--- src/rtl/ram_bist_ctrl.sv ---
// BIST initiator for the single-port ram: writes a seeded address pattern, reads it back and compares,
// then repeats with the inverted pattern and reports pass/fail, mismatch count and first failing address.
module ram_bist_ctrl #(
    parameter int                 ADDR_W = 8,
    parameter int                 DATA_W = 8,
    parameter int                 DEPTH  = 256,
    parameter logic [DATA_W-1:0]  SEED   = 8'hA5
) (
    input  logic              clk,
    input  logic              rst,
    input  logic              start,
    output logic              wr,
    output logic [ADDR_W-1:0] ram_addr,
    output logic [DATA_W-1:0] data_in,
    input  logic [DATA_W-1:0] data_out,
    output logic              busy,
    output logic              done,
    output logic              pass,
    output logic [7:0]        fail_count,
    output logic [ADDR_W-1:0] first_fail_addr
);

    typedef enum logic [2:0] {
        ST_IDLE  = 3'd0,
        ST_WRITE = 3'd1,
        ST_READ  = 3'd2,
        ST_FLUSH = 3'd3,
        ST_DONE  = 3'd4
    } state_t;

    localparam logic [ADDR_W-1:0] LAST_ADDR = ADDR_W'(DEPTH - 1);
    localparam logic [ADDR_W-1:0] ADDR_ZERO = {ADDR_W{1'b0}};
    localparam logic [DATA_W-1:0] DATA_ZERO = {DATA_W{1'b0}};
    localparam logic [7:0]        CNT_MAX   = 8'hFF;

    // Expected cell content: address XOR seed, inverted in the second pass.
    function automatic logic [DATA_W-1:0] pattern_f(input logic [ADDR_W-1:0] a, input logic inv);
        logic [DATA_W-1:0] v;
        v = DATA_W'(a) ^ SEED;
        return inv ? ~v : v;
    endfunction

    state_t            state_r;
    logic              pass_idx_r;
    logic              cmp_vld_r;
    logic [DATA_W-1:0] exp_d_r;
    logic [ADDR_W-1:0] addr_d_r;

    logic              mismatch_s;
    logic [7:0]        fail_count_nxt_s;
    logic [ADDR_W-1:0] first_fail_nxt_s;
    logic [ADDR_W-1:0] addr_inc_s;

    // Compare the delayed expectation against read data and form the next error bookkeeping.
    always_comb begin
        mismatch_s       = 1'b0;
        fail_count_nxt_s = fail_count;
        first_fail_nxt_s = first_fail_addr;
        addr_inc_s       = ram_addr + {{(ADDR_W-1){1'b0}}, 1'b1};
        if (cmp_vld_r && (data_out != exp_d_r)) begin
            mismatch_s = 1'b1;
        end else begin
            mismatch_s = 1'b0;
        end
        if (mismatch_s && (fail_count != CNT_MAX)) begin
            fail_count_nxt_s = fail_count + 8'd1;
        end else begin
            fail_count_nxt_s = fail_count;
        end
        if (mismatch_s && (fail_count == 8'd0)) begin
            first_fail_nxt_s = addr_d_r;
        end else begin
            first_fail_nxt_s = first_fail_addr;
        end
    end

    // Test sequencer with registered RAM-side and status outputs.
    always_ff @(posedge clk) begin
        if (rst) begin
            state_r         <= ST_IDLE;
            pass_idx_r      <= 1'b0;
            cmp_vld_r       <= 1'b0;
            exp_d_r         <= DATA_ZERO;
            addr_d_r        <= ADDR_ZERO;
            wr              <= 1'b0;
            ram_addr        <= ADDR_ZERO;
            data_in         <= DATA_ZERO;
            busy            <= 1'b0;
            done            <= 1'b0;
            pass            <= 1'b0;
            fail_count      <= 8'd0;
            first_fail_addr <= ADDR_ZERO;
        end else begin
            // Read data returns one cycle after the address, so the expectation trails by one.
            cmp_vld_r       <= (state_r == ST_READ);
            exp_d_r         <= pattern_f(ram_addr, pass_idx_r);
            addr_d_r        <= ram_addr;
            fail_count      <= fail_count_nxt_s;
            first_fail_addr <= first_fail_nxt_s;
            done            <= 1'b0;
            case (state_r)
                ST_IDLE: begin
                    wr   <= 1'b0;
                    busy <= 1'b0;
                    if (start) begin
                        state_r         <= ST_WRITE;
                        pass_idx_r      <= 1'b0;
                        wr              <= 1'b1;
                        busy            <= 1'b1;
                        ram_addr        <= ADDR_ZERO;
                        data_in         <= pattern_f(ADDR_ZERO, 1'b0);
                        fail_count      <= 8'd0;
                        first_fail_addr <= ADDR_ZERO;
                    end else begin
                        state_r <= ST_IDLE;
                    end
                end
                ST_WRITE: begin
                    if (ram_addr == LAST_ADDR) begin
                        state_r  <= ST_READ;
                        wr       <= 1'b0;
                        ram_addr <= ADDR_ZERO;
                        data_in  <= DATA_ZERO;
                    end else begin
                        ram_addr <= addr_inc_s;
                        data_in  <= pattern_f(addr_inc_s, pass_idx_r);
                    end
                end
                ST_READ: begin
                    if (ram_addr == LAST_ADDR) begin
                        state_r  <= ST_FLUSH;
                        ram_addr <= ADDR_ZERO;
                    end else begin
                        ram_addr <= addr_inc_s;
                    end
                end
                ST_FLUSH: begin
                    if (!pass_idx_r) begin
                        state_r    <= ST_WRITE;
                        pass_idx_r <= 1'b1;
                        wr         <= 1'b1;
                        ram_addr   <= ADDR_ZERO;
                        data_in    <= pattern_f(ADDR_ZERO, 1'b1);
                    end else begin
                        // The last read is compared in this cycle, so judge on the updated count.
                        state_r <= ST_DONE;
                        busy    <= 1'b0;
                        done    <= 1'b1;
                        pass    <= (fail_count_nxt_s == 8'd0);
                    end
                end
                ST_DONE: begin
                    state_r <= ST_IDLE;
                    wr      <= 1'b0;
                    busy    <= 1'b0;
                end
                default: begin
                    state_r <= ST_IDLE;
                    wr      <= 1'b0;
                    busy    <= 1'b0;
                end
            endcase
        end
    end

endmodule

--- config.mk ---
export PLATFORM = sky130hd
export DESIGN_NAME = ram_bist_ctrl
export DESIGN_NICKNAME = d
export VERILOG_FILES = /design/src/rtl/ram_bist_ctrl.sv
export SDC_FILE = /design/constraint.sdc
export NUM_CORES = 1
export LEC_CHECK = 0
export BUFFER_PORTS_ARGS = -buffer_cell sky130_fd_sc_hd__buf_2
export CAP_MARGIN = 20
export CORE_UTILIZATION = 42
export DETAILED_ROUTE_END_ITERATION = 16
export HOLD_SLACK_MARGIN = 0.1
export PLACE_DENSITY = 0.75
export SYNTH_ARGS = -nofsm -noshare
export SYNTH_HDL_FRONTEND = slang
export SYNTH_SLANG_ARGS = --single-unit
--- constraint.sdc ---
create_clock -name clk -period 1.9 [get_ports clk]
set_input_delay 0.095 -clock clk [delete_from_list [all_inputs] [get_ports clk]]
set_output_delay 0.095 -clock clk [all_outputs]
set_load 0.01 [all_outputs]
# [After elaboration in Yosys (flattened, before gate mapping)]
# Index checks and enable logic that the tools add are counted.
[totals] register_bits=57 output_inout_bits=36 wordCells=82
[op_classes] add_sub_neg=2 n_eq_ne=11 n_mux=31 bitwise_logic=7 reduce_logical=18
[op_table] operator="$mux W8" count=14
[op_table] operator="$pmux W8 S3" count=2
[op_table] operator="$add A8 B1 Y8 const B" count=2
[op_table] operator="$logic_not A8 Y1" count=2
[op_table] operator="$not A8 Y8" count=2
[op_table] operator="$pmux W3 S4" count=1
[op_table] operator="$mux W3" count=3
[op_table] operator="$reduce_and A3 Y1" count=3
[op_table] operator="$eq A8 B8 Y1 const B" count=1
[op_table] operator="$mux W1" count=8
[op_table] operator="$ne A2 B2 Y1 const B" count=4
[op_table] operator="$ne A8 B8 Y1" count=1
[op_table] operator="$ne A8 B8 Y1 const B" count=1
[op_table] operator="$not A4 Y4" count=2
[op_table] operator="$reduce_and A2 Y1" count=4
[op_table] operator="$eq A3 B2 Y1 const B" count=2
[op_table] operator="$reduce_bool A3 Y1" count=2
[op_table] operator="$pmux W1 S4" count=1
[op_table] operator="$reduce_or A2 Y1" count=2
[op_table] operator="$eq A3 B1 Y1 const B" count=1
[op_table] operator="$logic_and A1 B1 Y1" count=3
[op_table] operator="$logic_not A3 Y1" count=1
[op_table] operator="$not A1 Y1" count=3
[op_table] operator="$pmux W1 S3" count=1
[op_table] operator="3 further kinds" count=3

# [Longest topological paths before layout]
[depth] ltp_word=7 depth_mapped=7 mapped_depth_nobuf=6

# [Least setup slack after synthesis]
# No wires, ideal clock.
[synth_timing] kind="register to register" start="register fail_count[0]" end="register pass" arrival_ns=1.867 t_required_ns=1.804 setup_slack_ns=-0.063 stages_incl_launch_ff=6 path_buffers=0 period_less_slack_ns=1.963 cell_sequence="dfxtp_1 -> ha_1 -> nand4_1 -> a211oi_1 -> mux2_2 -> o41ai_2"
[synth_between] elab_chain_len=4 word_cells_on_any_way=5 classes_between="add/sub: 1; eq/ne: 1; mux: 1; reduce/logical: 2"
[synth_lines] item="from (decl)" line="19" rtl="output logic [7:0] fail_count,"
[synth_lines] item="from (signal assigned)" line="98" rtl="fail_count <= fail_count_nxt_s;"
[synth_lines] item="branches (longest 2 deep; another with $add A8 B1 Y8)"
[synth_lines] item="$mux W8 (*)" line="65" rtl="if (mismatch_s && (fail_count != CNT_MAX)) begin"
[synth_lines] item="$logic_not A8 Y1 (*)" line="149" rtl="pass <= (fail_count_nxt_s == 8'd0);"
[synth_lines] item="to (signal assigned)" line="149"
[synth_lines] item="to (decl)" line="18" rtl="output logic pass,"
# Every way passes the cells marked *.
# A chain may end at the register's enable or synchronous reset.

# [Worst setup path in the final report]
# Same ends and word-level chain as after synthesis.

==> flow_metrics.tcl <==
set metrics [dict create \
    final_layout_size_suffix_gt1_share_pct 26.2 \
    start_kind "register" \
    syn-num-nets 310 \
    syn_area_per_cell_um2 8.91 \
    io_pins 47 \
    timing.setup.tns_ns 0 \
    yosysTopAreaCellShare_pct 43.3 \
    hold_buffers 0 \
    crit-reg2reg-launch "fail_count[0]" \
    synth_area_um2 2640 \
    rr_worst_depth 5 \
    min_from "rst" \
    dp.cells 429 \
    hold_depth 2 \
    layout.nets 379 \
    clk_latency_ns 0.34 \
    vdd_drop_max_mv 0.409 \
    vias 2380 \
    synth_cell_type_count 53 \
    cts.sinks 57 \
    grt_max_degree 30 \
    synth_edf_count 0 \
    wl_mm 6.25 \
    clk_pin_slew_ns 0.07 \
    cts-root-buf "clkbuf_8" \
    period_needed_ns 1.80 \
    ys_seq_elements 57 \
    timing.rr.end "pass" \
    grt_usage_pct 20.8 \
    timing.fmax_ghz 0.557 \
    cap_violations 0 \
    worst_pin_slew_ns 0.519 \
    ys_seq_area_share_pct 43.3 \
    setup_slack_ns 0.104 \
    place_congestion 0.938 \
    core_um2 5990 \
    die_h_um 81.2 \
    yosysMostFrequentCell "dfxtp_1" \
    relSlewSlack_pct 65.4 \
    viasPerCell 5.35 \
    synth_async_sr_flop_share_pct 0 \
    wl_per_cell_um 14.0 \
    grt_pass1_vias 2233 \
    ant_nets 0 \
    first_pass_iters 4 \
    io_buffer_count 46 \
    setup_viol 0 \
    post-dp-hpwl_mm 4.54 \
    seq_area_um2 1140 \
    status "finished clean" \
    dieArea_um2 6600 \
    htree_num_levels 3 \
    synthToLayoutAreaGrowth_pct 24.1 \
    holdWs_ns 0.220 \
    overflow 0 \
    maxSlewViolCount 0 \
    cp-end-kind "register" \
    tritoncts "yes" \
    powerDensity_nw_per_um2 731 \
    final.period_utilization_pct 94.5 \
    drc 0 \
    critical_path_arrival_ns 2.04 \
    grt_pass1_wl_mm 10.3 \
    synth_warnings 0 \
    r2r_setup_slack_ns 0.10 \
    clockBufferDepth 2 \
    synthTopCellsByArea "dfxtp_1 43%, nor2_1 6.4%, xnor2_1 5.6%" \
    cp_max_fo 5 \
    synthFlopType "dfxtp_1" \
    cts_setup_buffers 0 \
    final_util_pct 54.6 \
    antenna_found_initial 0 \
    start_util_pct 44.0 \
    synth_common_cells "57 x dfxtp_1, 45 x nor2_1, 22 x a21oi_1, 17 x xnor2_1, 15 x o21ai_0" \
    place_ws_ns 0.0955 \
    cp.required_ns 2.14 \
    clock-skew-final_ns 0.00687 \
    postSynthCellCount 296 \
    num_rows 28 \
    nFillCells 536 \
    hold_class "input pin to register" \
    yosys.area.top_type "dfxtp_1" \
    diodes 0 \
    final-hold-violation-count 0 \
    cts_buffers 9 \
    rsz0062_at_grt "no" \
    criticalPathCategory "register to register" \
    die_width_um 81.2 \
    drt_iter0_markers 100 \
    multiInputGateArea_um2 1430 \
    leakage_nw 1.41 \
    min_to "ram_addr[5]" \
    fin_cells 445 \
]
-- final cells by class --
cell class,count,share of cell area (%)
repair buffers,70,12.5
clock inverters,5,0.956
inverters,7,0.803
well taps,75,2.87
flip-flops and latches,57,34.9
clock buffers,11,4.32
multi-input cells,220,43.6
-- cells in the final DEF (no fill, tap or decap), types with 4 or more instances in the layout --
cell type,synthesis,final
dfxtp_1,57,57
buf_2,4,46
nor2_1,45,45
buf_4,0,24
a21oi_1,22,22
xnor2_1,17,17
o21ai_0,15,15
nand2_1,14,14
nor3_1,11,11
nor2b_1,11,11
mux2i_1,11,11
clkbuf_8,0,10
inv_1,7,7
nand3_1,7,7
xor2_1,6,6
nor4_1,5,5
o31ai_1,4,4
-- metal layers --
metal	share of wire, %	global-route usage (%)
met1	47	26.2
met2	45	32.5
met3	6.4	7.30
met4	1.3	7.86
met5	0	0
-- worst max path at each step --
stage | start | to
2_1_floorplan | fail_count[0] | pass
3_3_place_gp | fail_count[0] | pass
3_5_place_dp | fail_count[0] | pass
4_1_cts | fail_count[0] | pass
5_1_grt | fail_count[0] | pass
6_report | fail_count[0] | pass
-- where the power goes --
group / switching [mW] / internal (mW) / total, mW
Clock: 0.481 / 0.503 / 0.984
Sequential: 0.0161 / 1.22 / 1.23
Combinational: 0.100 / 0.0722 / 0.173
Total: 0.598 / 1.79 / 2.39
-- through the flow --
step	cell area [um^2]	power, mW
2_1_floorplan	2640	1.37
3_3_place_gp	3090	1.43
3_5_place_dp	3090	1.43
4_1_cts	3270	2.42
5_1_grt	3270	2.49
6_report	3270	2.39
-- worst max-delay path, cell delays in order, from the launching register on --
cell	delay (ns)
dfxtp_1	0.34
ha_1	0.24
nand4_1	0.19
a211oi_2	0.24
mux2_2	0.37
o41ai_2	0.32
-- flip-flops by register name, indices dropped and copies added, names as in the netlist --
signal	cells
addr_d_r	8
busy	1
cmp_vld_r	1
data_in	8
done	1
exp_d_r	8
fail_count	8
first_fail_addr	8
pass	1
pass_idx_r	1
ram_addr	8
state_r	3
wr	1
-- cells by family (layout without fill, tap and decap cells) --
logic type                 Yosys count  count (layout)  synth area share [%]
and+or+nand+nor                    112             112                  21.0
AOI/OAI and AO/OA                   69              69                  18.7
DFF                                 57              57                  43.3
xor gates and xnor gates            23              23                  7.64
buffers and inverters               19              93                  2.94
muxes                               13              13                  5.03
adders and majority gates            3               3                  1.42
-- repair_timing --
| item | CTS | global route |
|---|---|---|
| hold endpoints to repair | 0 | 0 |
| gates resized for setup | 0 | 1 |
| setup endpoints to repair | 0 | 9 |
(Power assumes the default switching activity.)
